==> src/rtl/dmem_arbiter.sv <==
// rtl/dmem_arbiter.sv - two-master arbiter sharing one registered-read data memory
// Optional DMEM_ARB_CPU_PRIORITY_EN: fixed CPU priority instead of round-robin.
module dmem_arbiter #(
  parameter int DATA_WIDTH = 32,
  parameter int ADDR_WIDTH = 12
) (
  input  logic                  clock,
  input  logic                  reset,
  input  logic                  cpu_req,
  input  logic                  cpu_we,
  input  logic [ADDR_WIDTH-1:0] cpu_addr,
  input  logic [DATA_WIDTH-1:0] cpu_wdata,
  output logic                  cpu_ack,
  output logic [DATA_WIDTH-1:0] cpu_rdata,
  input  logic                  aux_req,
  input  logic                  aux_we,
  input  logic [ADDR_WIDTH-1:0] aux_addr,
  input  logic [DATA_WIDTH-1:0] aux_wdata,
  output logic                  aux_ack,
  output logic [DATA_WIDTH-1:0] aux_rdata,
  output logic [DATA_WIDTH-1:0] mem_data,
  output logic [ADDR_WIDTH-1:0] mem_read_addr,
  output logic [ADDR_WIDTH-1:0] mem_write_addr,
  output logic                  mem_we,
  input  logic [DATA_WIDTH-1:0] mem_q,
  output logic                  busy
);

  typedef enum logic [1:0] {IDLE, ACCESS, RESP} state_t;
  localparam logic GRANT_CPU = 1'b0;
  localparam logic GRANT_AUX = 1'b1;

  state_t                state_q, state_d;
  logic                  win;
  logic                  grant_q, grant_d;
  logic                  last_grant_q, last_grant_d;
  logic                  cpu_ack_q, cpu_ack_d;
  logic                  aux_ack_q, aux_ack_d;
  logic                  mem_we_q, mem_we_d;
  logic                  busy_q, busy_d;
  logic [DATA_WIDTH-1:0] mem_data_q, mem_data_d;
  logic [ADDR_WIDTH-1:0] rd_addr_q, rd_addr_d;
  logic [ADDR_WIDTH-1:0] wr_addr_q, wr_addr_d;

  always_ff @(posedge clock) begin
    if (reset) begin
      state_q      <= IDLE;
      grant_q      <= GRANT_CPU;
      last_grant_q <= GRANT_AUX;
      cpu_ack_q    <= 1'b0;
      aux_ack_q    <= 1'b0;
      mem_we_q     <= 1'b0;
      busy_q       <= 1'b0;
      mem_data_q   <= '0;
      rd_addr_q    <= '0;
      wr_addr_q    <= '0;
    end else begin
      state_q      <= state_d;
      grant_q      <= grant_d;
      last_grant_q <= last_grant_d;
      cpu_ack_q    <= cpu_ack_d;
      aux_ack_q    <= aux_ack_d;
      mem_we_q     <= mem_we_d;
      busy_q       <= busy_d;
      mem_data_q   <= mem_data_d;
      rd_addr_q    <= rd_addr_d;
      wr_addr_q    <= wr_addr_d;
    end
  end

  // Winner selection: a lone requester wins; under contention the master not served last wins.
  always_comb begin
    win     = GRANT_CPU;
    state_d = state_q;
    if (cpu_req && aux_req) begin
`ifdef DMEM_ARB_CPU_PRIORITY_EN
      win = GRANT_CPU;
`else
      win = (last_grant_q == GRANT_AUX) ? GRANT_CPU : GRANT_AUX;
`endif
    end else if (aux_req) begin
      win = GRANT_AUX;
    end
    case (state_q)
      IDLE:    if (cpu_req || aux_req) state_d = ACCESS;
      ACCESS:  state_d = RESP;
      RESP:    state_d = IDLE;
      default: state_d = IDLE;
    endcase
  end

  always_comb begin
    grant_d      = grant_q;
    last_grant_d = last_grant_q;
    mem_data_d   = mem_data_q;
    rd_addr_d    = rd_addr_q;
    wr_addr_d    = wr_addr_q;
    cpu_ack_d    = 1'b0;
    aux_ack_d    = 1'b0;
    mem_we_d     = 1'b0;
    busy_d       = (state_d != IDLE);
    case (state_q)
      IDLE: begin
        if (cpu_req || aux_req) begin
          grant_d      = win;
          last_grant_d = win;
          mem_we_d     = (win == GRANT_AUX) ? aux_we : cpu_we;
          rd_addr_d    = (win == GRANT_AUX) ? aux_addr : cpu_addr;
          wr_addr_d    = (win == GRANT_AUX) ? aux_addr : cpu_addr;
          mem_data_d   = (win == GRANT_AUX) ? aux_wdata : cpu_wdata;
        end
      end
      ACCESS: begin
        cpu_ack_d = (grant_q == GRANT_CPU);
        aux_ack_d = (grant_q == GRANT_AUX);
      end
      default: ;
    endcase
  end

  assign cpu_ack        = cpu_ack_q;
  assign aux_ack        = aux_ack_q;
  assign mem_we         = mem_we_q;
  assign busy           = busy_q;
  assign mem_data       = mem_data_q;
  assign mem_read_addr  = rd_addr_q;
  assign mem_write_addr = wr_addr_q;
  // Read data is gated so a requester never sees another master's word.
  assign cpu_rdata      = cpu_ack_q ? mem_q : '0;
  assign aux_rdata      = aux_ack_q ? mem_q : '0;

endmodule

==> config.mk <==
export PLATFORM = sky130hd
export DESIGN_NAME = dmem_arbiter
export DESIGN_NICKNAME = d
export VERILOG_FILES = /design/src/rtl/dmem_arbiter.sv
export SDC_FILE = /design/constraint.sdc
export NUM_CORES = 1
export LEC_CHECK = 0
export BUFFER_PORTS_ARGS = -buffer_cell sky130_fd_sc_hd__buf_2
export CAP_MARGIN = 20
export CORE_MARGIN = 8
export CORE_UTILIZATION = 38
export CTS_CLUSTER_SIZE = 40
export DETAILED_ROUTE_END_ITERATION = 10
export PLACE_DENSITY = 0.81
export SETUP_SLACK_MARGIN = 0.5
export SLEW_MARGIN = 20
export SYNTH_ARGS = -nofsm -noshare
export SYNTH_HDL_FRONTEND = slang
export SYNTH_SLANG_ARGS = --single-unit
export TNS_END_PERCENT = 100
==> constraint.sdc <==
create_clock -name clock -period 1.44 [get_ports clock]
set_input_delay 0.072 -clock clock [delete_from_list [all_inputs] [get_ports clock]]
set_output_delay 0.072 -clock clock [all_outputs]
set_load 0.1 [all_outputs]
==> results of run 1 <==
## metrics by stage
step	setup WS [ns]	util (%)	hold slack, ns	instance area, um2
2_1_floorplan	0.2767	-	0.2147	3218
3_3_place_gp	0.2397	72.90	0.3268	5288
3_5_place_dp	0.1727	72.90	0.3342	5288
4_1_cts	0.1846	88.89	0.01429	6447
## per-layer routing
metal  GRT usage, %  overflow
met3          62.46         3
met5          17.35         0
met2          104.3       259
met4          92.55       126
met1          74.45         0
## cell families after synthesis
logic type	after synthesis	synth area share, %
AO/OA/AOI/OAI	94	23.16
buffers and inverters	46	11.67
flip-flops	52	36.49
multiplexers	1	0.3509
AND/OR/NAND/NOR	165	28.33
## timing repair
action                                  in CTS
setup buffers                               12
gates resized for setup                    233
pin swaps                                    3
endpoints found under the setup margin     174
cloned                                       4
==> results_dict.tcl, run 1 <==
set metrics [dict create \
    clock-sinks 52 \
    portBuffers 249 \
    rows 31 \
    io_pins 250 \
    grt_worst_setup_endpoint "mem_write_addr[2]$_SDFFE_PP0P_/D" \
    yosys_warnings 0 \
    gp_congestion 0.8453 \
    lastStage "5_1_grt" \
    ys_types 26 \
    yosysMostFrequentCell "nand2_1" \
    async_flop_share_pct 0 \
    yosys.area.top_type "dfxtp_1" \
    cts_root_buffer "clkbuf_8" \
    ys.flop_type "dfxtp_1" \
    grt_usage_pct 81.08 \
    dp_cells 671 \
    die-height_um 102.6 \
    syn_area_um2 2853 \
    synthTopCellsByCount "89 x nand2_1, 65 x and2_1, 52 x dfxtp_1" \
    grt-ovfl-total 388 \
    hpwl_um 11150 \
    ys_seq_area_share_pct 36.49 \
    endpoint_type "sequential cell input" \
    syn_inst 358 \
    yosysTopAreaCellShare_pct 36.49 \
    h-tree-depth 2 \
    error "[ERROR GRT-0232] Routing congestion too high. Check the congestion heatmap in the GUI." \
    die_x_um 102.6 \
    cts_buffers 5 \
    antenna_found_initial 5 \
    synth-seq-cells 52 \
    syn_nets 484 \
    synthTopCellsByArea "dfxtp_1 36%, and2_1 14%, a311oi_1 13%" \
    status "stopped before the end" \
    clk_path_buf_depth 2 \
    grt_max_degree 42 \
    synth_edf_count 0 \
    synth.avg_cell_area_um2 7.969 \
    start_util_pct 39.33 \
    hold_buffers 0 \
]
==> run 2, diff against run 1 <==
- CTS_CLUSTER_SIZE: 40 -> unset
- PLACE_DENSITY: 0.81 -> unset
- PLACE_DENSITY_LB_ADDON: unset -> 0.15
- SETUP_SLACK_MARGIN: 0.5 -> unset
==> results_dict.tcl, run 2 <==
set metrics [dict create \
    cp_top_family "simple AND/OR/NAND/NOR gates" \
    finalCritPeriodShare_pct 91.94 \
    grt-ovfl-total 0 \
    syn_inst 358 \
    fin_crit_ns 1.324 \
    drc 0 \
    cts_buffers 5 \
    power.static_leakage_nw 2.517 \
    regToRegEndpoint "mem_data[30]" \
    rr_worst_depth 4 \
    nNetsFinal 708 \
    clock-sinks 52 \
    portBuffers 249 \
    min_path_cells 3 \
    routed_wl_um 13550 \
    design_area_um2 5279 \
    synth-seq-cells 52 \
    route.met3.wl_um 1517 \
    powerDensity_nw_per_um2 1073 \
    post_cts_resized 2 \
    yosys.area.top_type "dfxtp_1" \
    max_freq_mhz 755.3 \
    hold_buffers 0 \
    finalSetupViolations 0 \
    wire_per_inst_um 19.81 \
    crit_arrival_ns 1.49 \
    dr.max_layer_used "met5" \
    antenna_left 0 \
    cts_tree "built" \
    r2r_start "state_q[1]" \
    grt_usage_pct 24.36 \
    yosysMostFrequentCell "nand2_1" \
    synth.avg_cell_area_um2 7.969 \
    crit_slowest_cell "dfxtp_1" \
    cts_root_buffer "clkbuf_8" \
    vdd_drop_max_mv 1.084 \
    worstSetupStartpointType "register" \
    grt_pass1_wl_um 19940 \
    start_util_pct 39.33 \
    drt-initial-drc-count 88 \
    report.final.slew_viol_count 0 \
    cap_violations 0 \
    min_from "cpu_addr[0]" \
    insertion_delay_ns 0.30 \
    io_pins 250 \
    hold_violations 0 \
    ys_types 26 \
    hpwl_um 11200 \
    critPathBufInv 1 \
    rrSetupSlack_ns 0.12 \
    die_x_um 102.6 \
    yosysTopAreaCellShare_pct 36.49 \
    ys.flop_type "dfxtp_1" \
    multi_input_area_um2 1564 \
    relSlewSlack_pct 65.73 \
    die-height_um 102.6 \
    place_ws_ns 0.1396 \
    final_common_cell "buf_2" \
    worst_setup_path_end_kind "register" \
    critical_path_class "reg2reg" \
    routed_via_density 5.099 \
    nFillCells 554 \
    fin_skew_ns 0.009036 \
    rsz0062_at_grt "false" \
    crit_required_ns 1.61 \
    h-tree-depth 2 \
    async_flop_share_pct 0 \
    hp-class "in2reg" \
    clk_pin_slew_ns 0.10 \
    syn_nets 484 \
    crit_chain "or2_2, nor2_4, buf_12, a311oi_1" \
    syn_to_final_growth_pct 85.04 \
    fp.coreArea_um2 7253 \
    synthTopCellsByArea "dfxtp_1 36%, and2_1 14%, a311oi_1 13%" \
    grt_max_degree 50 \
    ys_seq_area_share_pct 36.49 \
    firstDrtPassIters 4 \
    layout-drive-gt1-share_pct 60.89 \
    rows 31 \
    whs_endpoint "mem_write_addr[0]" \
    setup_ws_ns 0.1160 \
    syn_area_um2 2853 \
    gp_congestion 0.8423 \
    synth_edf_count 0 \
    antenna_found_initial 3 \
    tightest_slew_ns 0.5141 \
    status "finished clean" \
    yosys_warnings 0 \
    finalPower_w 0.005663 \
    clk_path_buf_depth 2 \
    dpl-instance-area_um2 5147 \
    tns_ns 0 \
    vias 3488 \
    postCtsSetupBuffers 0 \
    cp_max_fo 34 \
    final_cell_mix "183 x buf_2, 89 x nand2_1, 71 x buf_12, 64 x and2_2, 45 x a21oi_1" \
    regArea_um2 1064 \
    critPathMaxStageDelay_ns 0.35 \
    grt_pass1_vias 3568 \
    fp.dieArea_um2 10540 \
    wl_met1_um 4794 \
    synthTopCellsByCount "89 x nand2_1, 65 x and2_1, 52 x dfxtp_1" \
    final_util_pct 72.78 \
    largest_register_ffs 32 \
    wl_met2_um 6919 \
]
-- run 2: cell counts after synthesis --
Identical to the previous run, type by type.
-- run 2: through the flow --
step	hold slack, ns	cells
6_report	0.01699	684
3_5_place_dp	0.3408	674
3_3_place_gp	0.3317	674
2_1_floorplan	0.2244	358
4_1_cts	0.007922	682
5_1_grt	0.01303	684
-- run 2: worst min-delay path: stages --
cell and delay [ns]:
buf_2 0.10, nand2_1 0.05, a311oi_1 0.07
-- run 2: cell families (layout without fill, tap and decap cells) --
kind of cell / Yosys count / in the layout / share of synthesized area [%]
other: 0 / 2 / 0
DFF: 52 / 52 / 36.49
AOI/OAI and AO/OA: 94 / 94 / 23.16
buffers and inverters: 46 / 271 / 11.67
and+or+nand+nor: 165 / 165 / 28.33
muxes: 1 / 1 / 0.3509
-- run 2: worst max-delay path by stage --
| stage | startpoint | to | slack, ns | cells after the start |
|---|---|---|---|---|
| after floorplan | cpu_ack | cpu_rdata[31] | -0.05 | 2 |
| after global placement | state_q[1] | mem_write_addr[2] | 0.19 | 4 |
| after detailed placement | state_q[1] | mem_data[27] | 0.14 | 4 |
| after CTS | aux_ack | aux_rdata[4] | 0.12 | 2 |
| after global routing | last_grant_q | mem_data[5] | 0.04 | 4 |
| final | state_q[1] | mem_data[30] | 0.12 | 4 |
-- run 2: cell type report --
cell class / count / area share (%)
antenna: 2 / 0.09481
clock buffer: 6 / 1.564
clock inverter: 2 / 0.7348
inverter: 1 / 0.07111
multi-input combinational: 260 / 29.63
sequential: 52 / 20.15
tap: 99 / 2.347
timing repair buffer: 262 / 45.41
-- run 2: power by group --
part | internal, W | leakage [nW] | switching, W | total [W]
clock | 0.000569 | 0.0614 | 0.000487 | 0.00106
sequential | 0.00161 | 0.437 | 0.000116 | 0.00172
combinational | 0.000662 | 2.02 | 0.00222 | 0.00288
total | 0.00284 | 2.52 | 0.00282 | 0.00566
-- run 2: routing by layer --
metal,vias up,global-route usage [%]
li1,1676,-
met3,22,9.115
met4,2,7.788
met5,-,0
met1,1606,25.43
met2,182,44.01
No activity file was read; power rests on OpenSTA's default activity.
